===== src/rtl/fifo_ctrl.sv =====
// Pointer/flag controller driving a REG_FILE to form a synchronous show-ahead FIFO.
// Optional sticky overflow/underflow error flags are built only when FIFO_CTRL_ERR_EN is defined.
module fifo_ctrl #(
    parameter int unsigned ADDR_WIDTH = 3,
    parameter int unsigned AF_LEVEL   = 6,
    parameter int unsigned AE_LEVEL   = 2
) (
    input  logic                  clk,
    input  logic                  rst_n,
    input  logic                  wr,
    input  logic                  rd,
    output logic                  w_en,
    output logic [ADDR_WIDTH-1:0] w_addr,
    output logic [ADDR_WIDTH-1:0] r_addr,
    output logic                  full,
    output logic                  empty,
    output logic                  almost_full,
    output logic                  almost_empty,
    output logic [ADDR_WIDTH:0]   count,
    output logic                  overflow,
    output logic                  underflow
);

    localparam int unsigned DEPTH = 1 << ADDR_WIDTH;
    localparam logic [ADDR_WIDTH:0] DEPTH_C = (ADDR_WIDTH+1)'(DEPTH);
    localparam logic [ADDR_WIDTH:0] AF_C    = (ADDR_WIDTH+1)'(AF_LEVEL);
    localparam logic [ADDR_WIDTH:0] AE_C    = (ADDR_WIDTH+1)'(AE_LEVEL);

    logic [ADDR_WIDTH-1:0] wr_ptr;
    logic [ADDR_WIDTH-1:0] rd_ptr;
    logic [ADDR_WIDTH:0]   cnt;
    logic                  push_ok;
    logic                  pop_ok;

    // Reset dominates: no REG_FILE write is issued while rst_n is low.
    assign push_ok = rst_n & wr & (~full | rd);
    assign pop_ok  = rd & ~empty;
    assign w_en    = push_ok;

    always_ff @(posedge clk) begin
        if (!rst_n) begin
            wr_ptr <= '0;
            rd_ptr <= '0;
            cnt    <= '0;
        end else begin
            if (push_ok)
                wr_ptr <= wr_ptr + 1'b1;
            if (pop_ok)
                rd_ptr <= rd_ptr + 1'b1;
            case ({push_ok, pop_ok})
                2'b10:   cnt <= cnt + 1'b1;
                2'b01:   cnt <= cnt - 1'b1;
                default: cnt <= cnt;
            endcase
        end
    end

    assign w_addr       = wr_ptr;
    assign r_addr       = rd_ptr;
    assign count        = cnt;
    assign full         = (cnt == DEPTH_C);
    assign empty        = (cnt == '0);
    assign almost_full  = (cnt >= AF_C);
    assign almost_empty = (cnt <= AE_C);

`ifdef FIFO_CTRL_ERR_EN
    logic ovf_q;
    logic unf_q;

    always_ff @(posedge clk) begin
        if (!rst_n) begin
            ovf_q <= 1'b0;
            unf_q <= 1'b0;
        end else begin
            if (wr & full & ~rd)
                ovf_q <= 1'b1;
            if (rd & empty)
                unf_q <= 1'b1;
        end
    end

    assign overflow  = ovf_q;
    assign underflow = unf_q;
`else
    assign overflow  = 1'b0;
    assign underflow = 1'b0;
`endif

endmodule


===== config.mk =====
export PLATFORM = sky130hd
export DESIGN_NAME = fifo_ctrl
export DESIGN_NICKNAME = d
export VERILOG_FILES = /design/src/rtl/fifo_ctrl.sv
export SDC_FILE = /design/constraint.sdc
export NUM_CORES = 1
export LEC_CHECK = 0
export CAP_MARGIN = 10
export CORE_ASPECT_RATIO = 1.25
export CORE_MARGIN = 2
export CORE_UTILIZATION = 33
export DETAILED_ROUTE_END_ITERATION = 8
export DONT_BUFFER_PORTS = 1
export PLACE_DENSITY = 0.47
export REMOVE_ABC_BUFFERS = 1
export SKIP_CTS_REPAIR_TIMING = 1
export SLEW_MARGIN = 40
export SYNTH_ARGS = -nofsm -noshare
export SYNTH_HDL_FRONTEND = slang
export SYNTH_SLANG_ARGS = --single-unit

===== constraint.sdc =====
create_clock -name clk -period 7.6 [get_ports clk]
set_clock_uncertainty 0.2 [all_clocks]
set_input_delay 0.38 -clock clk [delete_from_list [all_inputs] [get_ports clk]]
set_output_delay 0.38 -clock clk [all_outputs]
set_load 0.05 [all_outputs]

Yosys cells after proc, flatten, opt, wreduce, memory -nomap -nowiden
Index checks and enable logic that the tools add are counted.

Add/sub/neg operators: 4. Magnitude comparators: 2. Eq/ne operators: 3. Multiplexer cells: 1. Bitwise logic cells: 6. Reductions and logical operators: 2.

Operator list (count): $pmux 4 s2 (1); $add 3x1->3 const B (2); $add 4x1->4 const B (1); $eq 4x4->1 const B (1); $ge 4x3->1 const B (1); $le 4x2->1 const B (1); $logic_not 4->1 (1); $sub 4x1->4 const B (1); $and 1x1->1 (3); $eq 2x1->1 const B (1); $eq 2x2->1 const B (1); $not 1->1 (2); $reduce_bool 2->1 (1); $or 1x1->1 (1).

Register bits: 10. Bits of input ports: 4. Output and inout bits: 17. Word-level logic and storage cells: 21.

Longest topological paths before layout
Gate-level depths: netlist of run 1.

Depth after elaboration: 6. Depth in mapped cells: 10. Mapped depth without buffers: 10.

Worst setup path before layout of run 1
OpenSTA, ideal clock, no wires.

Path type: register to register. Start: register cnt[3] (netlist: count[3]). End: register cnt[3] (netlist: count[3]). Setup time: 72 ps. Arrival: 2829 ps. Required time: 7328 ps. Slack: 4499 ps. Stages on the path, launching flop included: 10. Buffers on the path: 0. Period minus slack after synthesis: 3101 ps. Cell sequence: dfxtp_1 or4b_4 o21ai_4 or2_2 ha_1 ha_1 a21oi_1 a21oi_1 or4_1 a21oi_1.

Word-level cells in the longest chain between the ends: 6. Elaborated cells on any way between the ends: 13. Classes of those cells: add/sub (2); eq/ne (3); mux (1); bitwise (5); reduce/logical (2).

RTL lines: from (decl) (line 31) `logic [ADDR_WIDTH:0] cnt;`; from (signal assigned) (line 51) `2'b10: cnt <= cnt + 1'b1;`; from (signal assigned) (line 52) `2'b01: cnt <= cnt - 1'b1;`; from (signal assigned) (line 53) `default: cnt <= cnt;`; $eq 4x4->1 (line 61) `assign full = (cnt == DEPTH_C);`; $not 1->1 (line 36) `assign push_ok = rst_n & wr & (~full | rd);`; $or 1x1->1 (line 36); $and 1x1->1 (line 36); $eq 2x1->1 or $eq 2x2->1 (tied branches) (line 50) `case ({push_ok, pop_ok})`; $pmux 4 s2 or $reduce_bool 2->1 (tied branches).

Parallel ways exist; a longest one is shown, timed or not. A chain may end at the register's enable or synchronous reset.

Worst setup path in the final report of run 1
Ends and elaborated chain as after synthesis.

==> metrics, run 1 <==
area of the core=1600 µm²; All-Layer GR Usage=0.122; top cell type's share of synthesized area=0.346; final wirelength=1.10 mm; Horiz. Die Dim=around 41 µm; Final Hold Viols=0; setup TNS=0 ns; first-pass GRT wire length=approximately 1.9 mm; met3 WL=around 58 µm; post-synthesis cell count=64; Slew headroom=0.454; met1 WL=slightly above 500 µm; post-synthesis cell area=579 µm²; clock net sink count=10; CTS tree=built; max cap viols=0; WL/cell=between 10 and 15 µm; Avg Cell Area, Syn=~9.1 µm²; Max Root-Sink Buffers=2; Root Driver=clkbuf_4; GRT Residual Overflow=0; CTS HTree Levels=1; CTS buffer count=3; post-synth cell types=27; DRC=0; largest net degree at the start of global routing=11; RSZ-0062 raised after global routing=no; Die ar.=about 2100 µm²; status=complete, no violations; Via-to-Cell Ratio=roughly 5.0; starting density of the core=0.362; Antenna Nets Post-Route=0; worst slew pin tran=between 0.8 and 0.9 ns; leading area contributor after synthesis=dfxtp_1; final setup fails=0; Synth area leaders=dfxtp_1 35%, ha_1 11%, xor2_1 7.6%; CP max FO=8; Worst Hold Class=in -> reg; Clk Latency, worst-skew pair=0.27 ns; Initial DRC Count=1; Detail Placement HPWL=around 830 µm; Port Buffers=0; Layout Nets=78; Final WS setup=around 4.2 ns; vias in the first global route=435; Seq cells post-synth=10; Worst Path Required=7.59 ns; most frequent cells in the layout=10 x nor2_1, 10 x dfxtp_1; Setup CP Type=reg -> reg; Data arrival, critical path=roughly 3.4 ns; DR vias=about 420; CP endpoint kind=register; 1st-pass router iterations=3; max layer used=met4; share of cells above drive strength 1=0.167; Slew Limit Fails=0; n_diodes=0; I/O pin count=21; Post-Route Utilization=0.397; pre-CTS setup slack=4.28 ns; initial antenna violation count=0; Max Fclk=a little under 300 MHz; Final period util=0.443; routability congestion estimate=between 0.6 and 0.7; Synth-to-Final Area Change=9.72%; Site Rows=16; Reg clk slew, reported paths=around 0.070 ns; Die Height=between 50 and 60 µm; metal2 WL=between 400 and 500 µm; min cycle time layout=~3.4 ns; post-synthesis sequential area ratio=0.346; Final Hold Slack=0.0723 ns; synth warn=0; CP Launch Type=register
layout make-up:
type	count	area, µm²
Fill cell	174	966
Multi-Input combinational cell	46	360
Sequential cell	10	200
Clock buffer	3	22.5
Inverter	6	22.5
Tap cell	18	22.5
Timing Repair Buffer	1	7.51
worst max-delay path, stage by stage, from the launching register on:
cell and delay [ns]:
dfxtp_1 0.81, or4b_4 0.58, o21ai_4 0.18, or2_2 0.15
ha_1 0.19, ha_1 0.28, a21oi_1 0.19, a21oi_1 0.10
or4_1 0.47, a21oi_1 0.14
worst paths after layout:
check | startpoint | depth (start not counted) | endpoint | slack (ns)
max | count[3]$_SDFFE_PN0P_ | 9 | count[3]$_SDFFE_PN0P_ | 4.23
max reg2reg | count[3]$_SDFFE_PN0P_ | 9 | count[3]$_SDFFE_PN0P_ | 4.23
min | rst_n | 2 | w_addr[1]$_SDFFE_PN0P_ | 0.07
min reg2reg | w_addr[1]$_SDFFE_PN0P_ | 2 | w_addr[1]$_SDFFE_PN0P_ | 0.56
per-stage QoR:
stage / area (µm²) / std cells
3_5_place_dp: 606 / 81
4_1_cts: 628 / 84
6_report: 636 / 84
2_1_floorplan: 564 / 62
5_1_grt: 636 / 84
3_3_place_gp: 606 / 81
state kept, by name, summed over array words and instances (netlist names):
name	count
count	4
w_addr	3
r_addr	3
cell usage after synthesis, drive strengths merged:
library cell  count
a211oi            1
a21o              1
a21oi             5
and3              1
buf               2
clkbuf            1
clkinv            1
conb              1
dfxtp            10
fa                1
ha                5
inv               5
mux2i             1
nand2             2
nand3             2
nor2             10
nor4              1
o211ai            1
o21ai             2
o31ai             1
o41a              1
or2               1
or4               1
or4b              1
xnor2             1
xor2              5
routing by layer:
| layer | track usage | vias up |
|---|---|---|
| met5 | 0 | - |
| met4 | 0.0806 | 0 |
| met3 | 0.0459 | 4 |
| met2 | 0.203 | 13 |
| met1 | 0.126 | 183 |
| li1 | - | 217 |
cell families after synthesis:
logic type | after synthesis | share of synthesized area
AO/OA/AOI/OAI | 12 | 0.162
XOR/XNOR | 6 | 0.0907
adder cells (fa/ha/maj) | 6 | 0.143
buffers and inverters | 9 | 0.0713
flip-flops | 10 | 0.346
multiplexers | 1 | 0.0173
other | 1 | 0.00647
AND/OR/NAND/NOR | 19 | 0.164
Power of run 1 is not shown: default switching activity piles up to over one toggle a cycle in this logic, so the estimate is an artifact.
==> run 2: changes to the inputs <==
PLACE_DENSITY = 0.48   (was 0.47)
clock period = 2.9 ns   (was 7.6 ns; I/O delays follow)
==> metrics, run 2 (synthesis gave the netlist of run 1 again) <==
CP Launch Type=register; Placed Cells incl. Taps=86; Reg clk slew, reported paths=around 0.07 ns; DRC=0; Data arrival, critical path=approximately 2.8 ns; Clk Latency, worst-skew pair=0.26 ns; metal2 WL=roughly 580 µm; CP endpoint kind=register; status=finished, violations left; Sw Share=0.539; Die Height=just over 50 µm; CTS tree=built; share of cells above drive strength 1=0.286; FILL cells=165; Via-to-Cell Ratio=between 5 and 6; starting density of the core=0.362; Synth-to-Final Area Change=28.3%; max layer used=met4; critical path startpoint=count[0]$_SDFFE_PN0P_; Site Rows=16; Max VDD drop=473 µV; P_int=around 0.00044 W; worst slew pin tran=~0.88 ns; GRT Residual Overflow=0; FF+latch area=about 200 µm²; Setup CP Type=reg -> reg; WL/cell=12.6 µm; RSZ-0062 raised after global routing=no; Port Buffers=0; max reg flops=4; min cycle time layout=between 2 and 3 ns; r2r setup slk=approximately 0.11 ns; Final Hold Viols=2; clock net sink count=10; final setup fails=0; Power Density=~1300 nW/µm²; Max Root-Sink Buffers=2; Post-Route Utilization=0.464; Antenna Nets Post-Route=0; area of the multi-input gates=between 300 and 400 µm²; CP max FO=4; Comb pwr share=0.624; Root Driver=clkbuf_4; final wirelength=~1.2 mm; Initial DRC Count=10; I/O pin count=21; Worst Hold Class=in -> reg; reg2reg end=count[3]$_SDFFE_PN0P_; initial antenna violation count=0; first-pass GRT wire length=roughly 1.9 mm; routability congestion estimate=0.683; Horiz. Die Dim=about 41 µm; Layout Nets=88; fin cells=95; failing checks=negative hold slack; CTS buffer count=3; worst r2r src=count[0]$_SDFFE_PN0P_; largest net degree at the start of global routing=10; met3 WL=just under 70 µm; most frequent cells in the layout=10 x nor2_1, 10 x dfxtp_1, 8 x buf_4; max cap viols=0; crit path capture=count[3]$_SDFFE_PN0P_; Max Fclk=approximately 360 MHz; CTS HTree Levels=1; Slew Limit Fails=0; n_diodes=0; Worst Path Required=~2.9 ns; Switch Pwr=slightly above 0.0005 W; area of the core=1600 µm²; All-Layer GR Usage=0.120; DR vias=between 400 and 500; Final Hold Slack=-0.0151 ns; Final period util=0.961; 1st-pass router iterations=4; Leak=~0.33 nW; worst reg2reg path depth=9; Die ar.=between 2000 and 2500 µm²; Detail Placement HPWL=879 µm; met1 WL=around 540 µm; Clk pwr share=0.136; sequential share of power=0.240; vias in the first global route=between 400 and 500; Slew headroom=0.416
[run 2: cell count changes in the layout (fill, tap and decap cells not counted)]
| cell | delta |
|---|---|
| dlygate4sd3_1 | +3 |
| ha_1 | -2 |
| clkbuf_8 | +1 |
| a211oi_4 | -1 |
| ha_2 | +1 |
| buf_4 | +7 |
| a21oi_1 | -1 |
| a21oi_2 | +1 |
| ha_4 | +1 |
| a211oi_2 | +1 |
[run 2: through the flow]
stage / TNS, ns / instance area (µm²) / total power (W) / worst slack (ns) / hold slack [ns]
after floorplan: -0.201 / 564 / 0.000664 / -0.201 / 0.0837
after global placement: 0 / 643 / 0.000784 / 0.0732 / 0.0849
after detailed placement: 0 / 643 / 0.000790 / 0.0640 / 0.102
after CTS: 0 / 679 / 0.000920 / 0.0454 / -0.182
after global routing: 0 / 743 / 0.00101 / 0.0130 / 0.0220
final: 0 / 743 / 0.000947 / 0.113 / -0.0151
[run 2: area by class of cell]
type	instances	area share
repair buffers	11	0.121
inverters	6	0.0303
multi-input cells	46	0.500
clock buffers	4	0.0488
flip-flops and latches	10	0.269
well taps	18	0.0303
[run 2: critical path: stages, from the launching register on]
cell	delay, ns
dfxtp_1	0.33
or4b_4	0.58
o21ai_4	0.20
or2_2	0.15
ha_2	0.21
ha_4	0.22
a21oi_2	0.15
a21oi_1	0.09
or4_1	0.46
a21oi_1	0.14
[run 2: metal layers]
layer	vias up	GRT usage
met4	0	0.0806
li1	241	-
met2	17	0.180
met5	-	0
met3	4	0.0283
met1	231	0.150
[run 2: worst min-delay path by stage]
| stage | from | end | slack (ns) | depth (start not counted) |
|---|---|---|---|---|
| CTS | rst_n | w_addr[1]$_SDFFE_PN0P_ | -0.18 | 2 |
| global route | rd | w_addr[2]$_SDFFE_PN0P_ | 0.02 | 3 |
| finish | rd | w_addr[2]$_SDFFE_PN0P_ | -0.02 | 3 |
| detailed placement | rst_n | w_addr[1]$_SDFFE_PN0P_ | 0.10 | 2 |
| global placement | rst_n | w_addr[1]$_SDFFE_PN0P_ | 0.08 | 2 |
| floorplan | rst_n | w_addr[1]$_SDFFE_PN0P_ | 0.08 | 2 |
[run 2: power by group through the flow]
stage               logic (W)  clock network, W  registers [W]
finish               0.000591          0.000128       0.000227
global route         0.000641          0.000136       0.000231
CTS                  0.000561          0.000131       0.000228
detailed placement   0.000558                 0       0.000232
global placement     0.000554                 0       0.000230
floorplan            0.000337                 0       0.000327
Power figures use the tool's default switching activity.
==> run 3: changes to the inputs <==
ABC_AREA = 1   (was not set)
PLACE_DENSITY = 0.47   (was 0.48)
clock period = 2.8 ns   (was 2.9 ns; I/O delays follow)
==> metrics, run 3 <==
Worst Path Required=around 2.7 ns; leading cell types by count after synthesis=15 x inv_1, 13 x nand2_1, 10 x dfxtp_1; Synth Area in XOR/XNOR=0.0696; Post-Synth Adder-Cell Area=0.131; top cell type's share of synthesized area=0.318; Seq cells post-synth=10; Final Hold Viols=1; n_diodes=0; reg2reg end=count[2]$_SDFFE_PN0P_; largest family of logic cells by synthesized area=simple AND/OR/NAND/NOR gates; hold path depth=4; most common cell after layout, fill and taps aside=inv_1; clock net sink count=10; Simple-Gate Fraction of Synth Area=0.241; post-synthesis sequential area ratio=0.318; CP Launch Type=register; Avg Cell Area, Syn=between 7 and 8 µm²; mux cell area share after synthesis=0; DR vias=around 520; Synth-to-Final Area Change=16.9%; CP max FO=5; post-synthesis cell count=86; CTS buffer count=3; vias in the first global route=~480; max cap viols=0; starting density of the core=0.352; post-synthesis cell area=around 630 µm²; I/O pin count=21; area of the core=approximately 1800 µm²; synth warn=0; Setup CP Type=reg -> reg; final wirelength=about 1.2 mm; routability congestion estimate=a little under 0.8; worst reg2reg path depth=10; Layout Nets=between 100 and 150; initial antenna violation count=0; min cycle time layout=around 2.2 ns; 1st-pass router iterations=3; Via-to-Cell Ratio=around 4.6; RSZ-0062 raised after global routing=no; Horiz. Die Dim=between 40 and 50 µm; Initial DRC Count=6; worst slew pin tran=0.576 ns; CP endpoint kind=register; failing checks=negative hold slack; most frequent cells in the layout=15 x inv_1, 13 x nand2_1, 10 x dfxtp_1; final setup fails=0; first-pass GRT wire length=between 2 and 2.5 mm; Final Hold Slack=-0.00710 ns; Detail Placement HPWL=1.02 mm; Slew headroom=0.615; Worst Hold Class=in -> reg; dominant synthesized flop cell=dfxtp_1; Root Driver=clkbuf_4; CTS HTree Levels=1; Die Height=52.8 µm; Post-synth EDFFs=0; share of cells above drive strength 1=0.188; Data arrival, critical path=around 2.2 ns; Final period util=0.788; Reg clk slew, reported paths=around 0.060 ns; DRC=0; max reg flops=4; Site Rows=17; setup TNS=0 ns; WL/cell=10.8 µm; GRT Residual Overflow=0; Die ar.=around 2300 µm²; design area=roughly 740 µm²; Antenna Nets Post-Route=0; Hold Path Sink=w_addr[2]$_SDFFE_PN0P_; Post-DP Area=693 µm²; Hold Path Origin=wr; Port Buffers=0; Max Root-Sink Buffers=2; Post-synth ARST share=0; leading area contributor after synthesis=dfxtp_1; Max Fclk=453 MHz; r2r setup slk=slightly below 0.6 ns; Synth area leaders=dfxtp_1 32%, ha_1 9.9%, inv_1 8.9%; worst r2r src=count[2]$_SDFFE_PN0P_; largest net degree at the start of global routing=9; Compound-Gate Fraction of Synth Area=0.109; CTS tree=built; All-Layer GR Usage=0.122; status=finished, violations left; Clk Latency, worst-skew pair=around 0.25 ns; most frequent cell after synthesis=inv_1; post-synth cell types=20; Slew Limit Fails=0
## run 3: worst max-delay path, cell delays in order, from the launching register on
cell and delay (ns):
dfxtp_1 0.45, nor2_1 0.09, nand2_1 0.12, nand2_2 0.08, inv_2 0.09, ha_1 0.29
inv_1 0.08, fa_1 0.38, xnor2_1 0.13, o21ai_0 0.15, inv_1 0.05
## run 3: area by class of cell
cell class,instances,area [µm²]
Fill cell,199,1050
Multi-Input combinational cell,58,360
Sequential cell,10,200
Timing Repair Buffer,8,65.1
Inverter,17,63.8
Tap cell,19,23.8
Clock buffer,3,22.5
## run 3: logic make-up (layout without fill, tap and decap cells)
| kind of cell | Yosys count | after routing |
|---|---|---|
| other | 1 | 2 |
| adders and majority gates | 6 | 6 |
| AOI/OAI and AO/OA | 13 | 13 |
| buffers and inverters | 19 | 28 |
| DFF | 10 | 10 |
| and+or+nand+nor | 32 | 32 |
| xor gates and xnor gates | 5 | 5 |
## run 3: stage by stage
step	instances	utilization	setup slack [ns]	hold slack [ns]
6_report	115	0.412	0.595	-0.00710
3_5_place_dp	110	0.388	0.585	0.0686
3_3_place_gp	110	0.388	0.558	0.0667
4_1_cts	113	0.401	0.564	-0.213
2_1_floorplan	85	-	0.126	0.0605
5_1_grt	115	0.412	0.415	0.00426
## run 3: how the worst max path moves through the flow
| stage | endpoint | slack (ns) | cells after the start | start |
|---|---|---|---|---|
| after floorplan | full | 0.13 | 2 | count[3]$_SDFFE_PN0P_ |
| after global placement | count[2]$_SDFFE_PN0P_ | 0.56 | 10 | count[2]$_SDFFE_PN0P_ |
| after detailed placement | count[2]$_SDFFE_PN0P_ | 0.58 | 10 | count[2]$_SDFFE_PN0P_ |
| after CTS | count[2]$_SDFFE_PN0P_ | 0.56 | 10 | count[2]$_SDFFE_PN0P_ |
| after global routing | count[2]$_SDFFE_PN0P_ | 0.42 | 10 | count[2]$_SDFFE_PN0P_ |
| final | count[2]$_SDFFE_PN0P_ | 0.59 | 10 | count[2]$_SDFFE_PN0P_ |
## run 3: layer usage
| metal | vias up | track usage | wire, µm |
|---|---|---|---|
| met4 | 0 | 0.0758 | 14 |
| met2 | 13 | 0.179 | 590 |
| met3 | 2 | 0.0517 | 71 |
| met1 | 222 | 0.144 | 564 |
| li1 | 287 | - | - |
| met5 | - | 0 | 0 |
Power of run 3 is left out for the same reason.
